==> src/rtl/mul_div_unit.sv <==
// Iterative RV32M multiply/divide unit, one op in flight, registered writeback.
// Define MDU_FAST_MUL_EN for single-cycle multiplies; divides stay iterative.
module mul_div_unit #(
    parameter int WIDTH = 32
) (
    input  logic             clk,
    input  logic             rst,
    input  logic             in_valid,
    output logic             in_ready,
    input  logic [2:0]       funct3,
    input  logic [WIDTH-1:0] op_a,
    input  logic [WIDTH-1:0] op_b,
    input  logic [4:0]       rd_in,
    input  logic             kill,
    output logic             busy,
    output logic [4:0]       rd,
    output logic [WIDTH-1:0] rd_data,
    output logic             rd_we
);

    localparam int CW = $clog2(WIDTH);
    localparam logic [CW-1:0] LAST = CW'(WIDTH - 1);

    typedef enum logic [1:0] {
        IDLE,
        CALC,
        DONE
    } state_t;

    state_t state;

    logic [2:0]         f3_q;
    logic               na_q;
    logic               nb_q;
    logic               bz_q;
    logic [WIDTH-1:0]   a_q;
    logic [WIDTH-1:0]   opd_q;
    logic [2*WIDTH-1:0] acc_q;
    logic [CW-1:0]      cnt_q;

    logic               a_sgn;
    logic               b_sgn;
    logic               na_c;
    logic               nb_c;
    logic [WIDTH-1:0]   ma_c;
    logic [WIDTH-1:0]   mb_c;

    logic [WIDTH:0]     sum;
    logic [WIDTH:0]     sh;
    logic [WIDTH-1:0]   rem_sub;
    logic [2*WIDTH-1:0] acc_nxt;

    assign in_ready = (state == IDLE);
    assign busy     = (state != IDLE);

    always_comb begin
        a_sgn = 1'b0;
        b_sgn = 1'b0;
        unique case (funct3)
            3'b001, 3'b100, 3'b110: begin
                a_sgn = 1'b1;
                b_sgn = 1'b1;
            end
            3'b010: a_sgn = 1'b1;
            default: ;
        endcase
        na_c = a_sgn & op_a[WIDTH-1];
        nb_c = b_sgn & op_b[WIDTH-1];
        ma_c = na_c ? -op_a : op_a;
        mb_c = nb_c ? -op_b : op_b;
    end

    // Multiply keeps the multiplier in the low half and shifts the partial
    // product in from the top; divide keeps remainder:quotient in acc.
    always_comb begin
        sum     = {1'b0, acc_q[2*WIDTH-1:WIDTH]} + {1'b0, opd_q};
        sh      = {acc_q[2*WIDTH-1:WIDTH], acc_q[WIDTH-1]};
        rem_sub = WIDTH'(sh - {1'b0, opd_q});
        acc_nxt = acc_q;
        if (f3_q[2]) begin
            if (sh >= {1'b0, opd_q})
                acc_nxt = {rem_sub, acc_q[WIDTH-2:0], 1'b1};
            else
                acc_nxt = {sh[WIDTH-1:0], acc_q[WIDTH-2:0], 1'b0};
        end else if (acc_q[0]) begin
            acc_nxt = {sum, acc_q[WIDTH-1:1]};
        end else begin
            acc_nxt = {1'b0, acc_q[2*WIDTH-1:1]};
        end
    end

    function automatic logic [WIDTH-1:0] pick(
        input logic [2:0]         f,
        input logic [2*WIDTH-1:0] r,
        input logic               sa,
        input logic               sb,
        input logic               bz,
        input logic [WIDTH-1:0]   a
    );
        logic [2*WIDTH-1:0] p;
        logic [WIDTH-1:0]   q;
        logic [WIDTH-1:0]   m;
        logic [WIDTH-1:0]   res;
        p = (sa ^ sb) ? -r : r;
        q = (sa ^ sb) ? -r[WIDTH-1:0] : r[WIDTH-1:0];
        m = sa ? -r[2*WIDTH-1:WIDTH] : r[2*WIDTH-1:WIDTH];
        unique case (f)
            3'b000:                 res = p[WIDTH-1:0];
            3'b001, 3'b010, 3'b011: res = p[2*WIDTH-1:WIDTH];
            3'b100, 3'b101:         res = bz ? '1 : q;
            default:                res = bz ? a : m;
        endcase
        return res;
    endfunction

`ifdef MDU_FAST_MUL_EN
    logic [2*WIDTH-1:0] fast_prod;
    assign fast_prod = {{WIDTH{1'b0}}, ma_c} * {{WIDTH{1'b0}}, mb_c};
`endif

    always_ff @(posedge clk) begin
        if (rst) begin
            state   <= IDLE;
            rd      <= '0;
            rd_data <= '0;
            rd_we   <= 1'b0;
            f3_q    <= '0;
            na_q    <= 1'b0;
            nb_q    <= 1'b0;
            bz_q    <= 1'b0;
            a_q     <= '0;
            opd_q   <= '0;
            acc_q   <= '0;
            cnt_q   <= '0;
        end else begin
            rd_we <= 1'b0;
            unique case (state)
                IDLE: begin
                    if (in_valid && !kill) begin
                        f3_q  <= funct3;
                        na_q  <= na_c;
                        nb_q  <= nb_c;
                        bz_q  <= (op_b == '0);
                        a_q   <= op_a;
                        opd_q <= mb_c;
                        acc_q <= {{WIDTH{1'b0}}, ma_c};
                        cnt_q <= '0;
                        rd    <= rd_in;
`ifdef MDU_FAST_MUL_EN
                        if (!funct3[2]) begin
                            rd_data <= pick(funct3, fast_prod, na_c, nb_c,
                                            1'b0, op_a);
                            rd_we   <= 1'b1;
                            state   <= DONE;
                        end else begin
                            state <= CALC;
                        end
`else
                        state <= CALC;
`endif
                    end
                end
                CALC: begin
                    if (kill) begin
                        state <= IDLE;
                    end else begin
                        acc_q <= acc_nxt;
                        cnt_q <= cnt_q + 1'b1;
                        if (cnt_q == LAST) begin
                            rd_data <= pick(f3_q, acc_nxt, na_q, nb_q,
                                            bz_q, a_q);
                            rd_we   <= 1'b1;
                            state   <= DONE;
                        end
                    end
                end
                DONE:    state <= IDLE;
                default: state <= IDLE;
            endcase
        end
    end

endmodule

==> config.mk <==
export PLATFORM = sky130hd
export DESIGN_NAME = mul_div_unit
export DESIGN_NICKNAME = d
export VERILOG_FILES = /design/src/rtl/mul_div_unit.sv
export SDC_FILE = /design/constraint.sdc
export NUM_CORES = 1
export LEC_CHECK = 0
export ABC_AREA = 1
export ABC_CLOCK_PERIOD_IN_PS = 7020
export CORE_MARGIN = 5
export CORE_UTILIZATION = 60
export DETAILED_ROUTE_END_ITERATION = 10
export DONT_BUFFER_PORTS = 1
export GPL_ROUTABILITY_DRIVEN = 0
export PLACE_DENSITY_LB_ADDON = 0.05
export SLEW_MARGIN = 15
export SYNTH_ARGS = -nofsm -noshare
export SYNTH_HDL_FRONTEND = slang
export SYNTH_SLANG_ARGS = --single-unit
export TNS_END_PERCENT = 50
==> constraint.sdc <==
create_clock -name clk -period 7.02 [get_ports clk]
set_clock_uncertainty 0.2 [all_clocks]
set_input_delay 1.755 -clock clk [delete_from_list [all_inputs] [get_ports clk]]
set_output_delay 1.755 -clock clk [all_outputs]
set_load 0.01 [all_outputs]
==> impl_metrics.env <==
export IMPL_outcome="complete, no violations"
export IMPL_fmax_ghz=0.180
export IMPL_antenna_found_initial=0
export IMPL_final_nets=3276
export IMPL_clock_latency_ps=480
export IMPL_postCtsHoldBufs=0
export IMPL_syn_nets=3351
export IMPL_diodes=0
export IMPL_drtIter0Drc=3370
export IMPL_setup_viol=0
export IMPL_final_cell_mix="nand2_1 (964), inv_1 (484), nor2_1 (311), nand3_1 (235)"
export IMPL_tns_ps=0
export IMPL_dieArea_mm2=0.0334
export IMPL_swShare_pct=42.2
export IMPL_firstDrtPassIters=9
export IMPL_synth_compound_area_share_pct=17.6
export IMPL_dp_slack_ps=1770
export IMPL_cts_repair_resized=0
export IMPL_hold_viol=0
export IMPL_yosysTopAreaCell="nand2_1"
export IMPL_ys_flop_type="dfxtp_1"
export IMPL_synthSimpleGateAreaFrac_pct=39.8
export IMPL_maxCapViolCount=0
export IMPL_grt_max_degree=76
export IMPL_setup_ws_ps=1450
export IMPL_ir_drop_mv=0.249
export IMPL_p_leak_uw=0.00938
export IMPL_switchingPower_uw=1400
export IMPL_crit_top_cell="nand2_1"
export IMPL_drive_above_1_share_pct=5.00
export IMPL_place_inst=3499
export IMPL_ys_types=56
export IMPL_yosysWarnings=0
export IMPL_io_pins=116
export IMPL_syn_area_per_cell_um2=5.59
export IMPL_p_comb_share_pct=36.4
export IMPL_synth_edff_count=0
export IMPL_power_frac_seq_pct=32.8
export IMPL_whs_path_depth=2
export IMPL_clkTransAtPathRegs_ps=70
export IMPL_min_period_ps=5570
export IMPL_cts_tree="yes"
export IMPL_layout_commonest_cell="nand2_1"
export IMPL_ys_seq_area_share_pct=20.0
export IMPL_grt_setup_unrepaired="no"
export IMPL_synth_top_family_by_area="simple AND/OR/NAND/NOR gates"
export IMPL_powerDensity_mw_per_mm2=178
export IMPL_synthMuxAreaShare_pct=0
export IMPL_fp_dieW_um=183
export IMPL_port_buffers=0
export IMPL_num_rows=63
export IMPL_syn_to_final_growth_pct=4.14
export IMPL_maxSlewHeadroom_pct=21.6
export IMPL_path_class="reg -> reg"
export IMPL_max_stage_delay_ps=470
export IMPL_clock_root_buffer="clkbuf_16"
export IMPL_startpoint_type="register"
export IMPL_cp_arrival_ps=5730
export IMPL_internal_power_uw=1930
export IMPL_grt_use_total_pct=40.3
export IMPL_grt_pass1_vias=19100
export IMPL_core_area_mm2=0.0296
export IMPL_dp_hpwl_mm=53.8
export IMPL_worstMarginPinSlew_ps=1170
export IMPL_post_route_cell_area_mm2=0.0187
export IMPL_yosysTopAreaCellShare_pct=20.2
export IMPL_drcViolationCount=0
export IMPL_grt_pass1_wl_mm=107
export IMPL_viasPerCell=6.05
export IMPL_clkPwrFrac_pct=30.8
export IMPL_min_delay_path_class="reg -> reg"
export IMPL_cp_slowest_cell="nor2_8"
export IMPL_cts_setup_buffers=0
export IMPL_route_vias_total=21300
export IMPL_fp_dieH_um=183
export IMPL_async_reset_ff_share_pct=0
export IMPL_numCtsBuffers=17
export IMPL_avgRoutedWirePerCell_um=19.6
export IMPL_cts_buffer_depth=2
export IMPL_synth_cells=3203
export IMPL_end_kind="register"
export IMPL_crit_fanout=38
export IMPL_slew_viol_final=0
export IMPL_start_util_pct=60.6
export IMPL_netlist_area_mm2=0.0179
export IMPL_routed_wl_mm=69.2
export IMPL_clock_sinks=179
export IMPL_period_share_pct=79.3
export IMPL_overflow=0
export IMPL_r2r_cells=35
export IMPL_route_antenna_remaining_nets=0
export IMPL_place_area_mm2=0.0181
export IMPL_h_tree_depth=4
export IMPL_netlist_top_cells_area="nand2_1 (20%), dfxtp_1 (20%), inv_1 (10%), nor2_1 (6.6%), nand3_1 (6.6%)"
export IMPL_synthAdderAreaFrac_pct=5.11
export IMPL_cp_data_required_time_ps=7180
export IMPL_synthXorXnorAreaFrac_pct=4.16
export IMPL_synth_seq_cells=179
export IMPL_fin_cells=3531
-- area by class of cell --
class / count / area (um2)
clock inverter: 13 / 155
tap: 390 / 488
multi-input combinational: 2416 / 12000
fill: 2994 / 10900
timing repair buffer: 21 / 158
inverter: 493 / 1850
clock buffer: 19 / 443
sequential: 179 / 3590
-- final timing paths --
| kind | start | endpoint | slack (ps) |
|---|---|---|---|
| setup / recovery | opd_q[20] | rd_data[18] | 1450 |
| hold / removal | f3_q[0] | f3_q[0] | 270 |
| setup reg to reg | opd_q[20] | rd_data[18] | 1450 |
| hold reg to reg | f3_q[0] | f3_q[0] | 270 |
-- cell usage after synthesis (24+ instances only) --
cell      number
nor3_1        29
inv_1        485
nor2_1       316
o22ai_1       37
nand2_2       25
nand4_1       24
clkbuf_1      76
ha_1          70
xor2_1        55
xnor2_1       30
o21ai_0      222
nor2_2        29
nand3_1      235
a21oi_1      222
nand2_1      964
dfxtp_1      179
-- through the flow --
| stage | total power [uW] | hold slack (ps) | util, % |
|---|---|---|---|
| after floorplan | 1980 | 223 | - |
| final | 3330 | 270 | 63.1 |
| after global placement | 2250 | 238 | 61.1 |
| after CTS | 3270 | 268 | 63.1 |
| after global routing | 3470 | 301 | 63.1 |
| after detailed placement | 2260 | 248 | 61.1 |
-- critical path, delay by kind of cell (launching register included) --
family,cells,cell delay [ps]
simple gates,21,2920
buf+inv,8,710
compound gates,4,600
fa+ha+maj,2,540
flops,1,450
-- power by group through the flow --
| stage | clock (uW) | sequential (uW) | combinational, uW |
|---|---|---|---|
| floorplan | 0 | 1100 | 882 |
| global placement | 0 | 1110 | 1140 |
| detailed placement | 0 | 1110 | 1150 |
| CTS | 1020 | 1090 | 1160 |
| global route | 1060 | 1090 | 1320 |
| finish | 1030 | 1090 | 1210 |
-- state kept, by name (all words and copies together) (netlist names), 2 cells and up --
name / flops
opd_q: 32
cnt_q: 5
state: 2
f3_q: 3
acc_q: 64
a_q: 32
rd: 5
rd_data: 32
-- routing by layer --
metal | vias up | global-route usage, % | wire length (um)
met5 | - | 0 | 0
met4 | 0 | 13.9 | 2560
met3 | 200 | 16.3 | 12200
met2 | 1568 | 54.4 | 26200
met1 | 9518 | 57.8 | 28300
li1 | 10100 | - | -
-- cells by family (layout without fill, tap and decap cells) --
| group | after synthesis | in the layout |
|---|---|---|
| buffers and inverters | 608 | 546 |
| and+or+nand+nor | 1681 | 1681 |
| DFF | 179 | 179 |
| AOI/OAI and AO/OA | 578 | 578 |
| xor gates and xnor gates | 85 | 85 |
| adders and majority gates | 72 | 72 |
No activity file was read; power rests on OpenSTA's default activity.
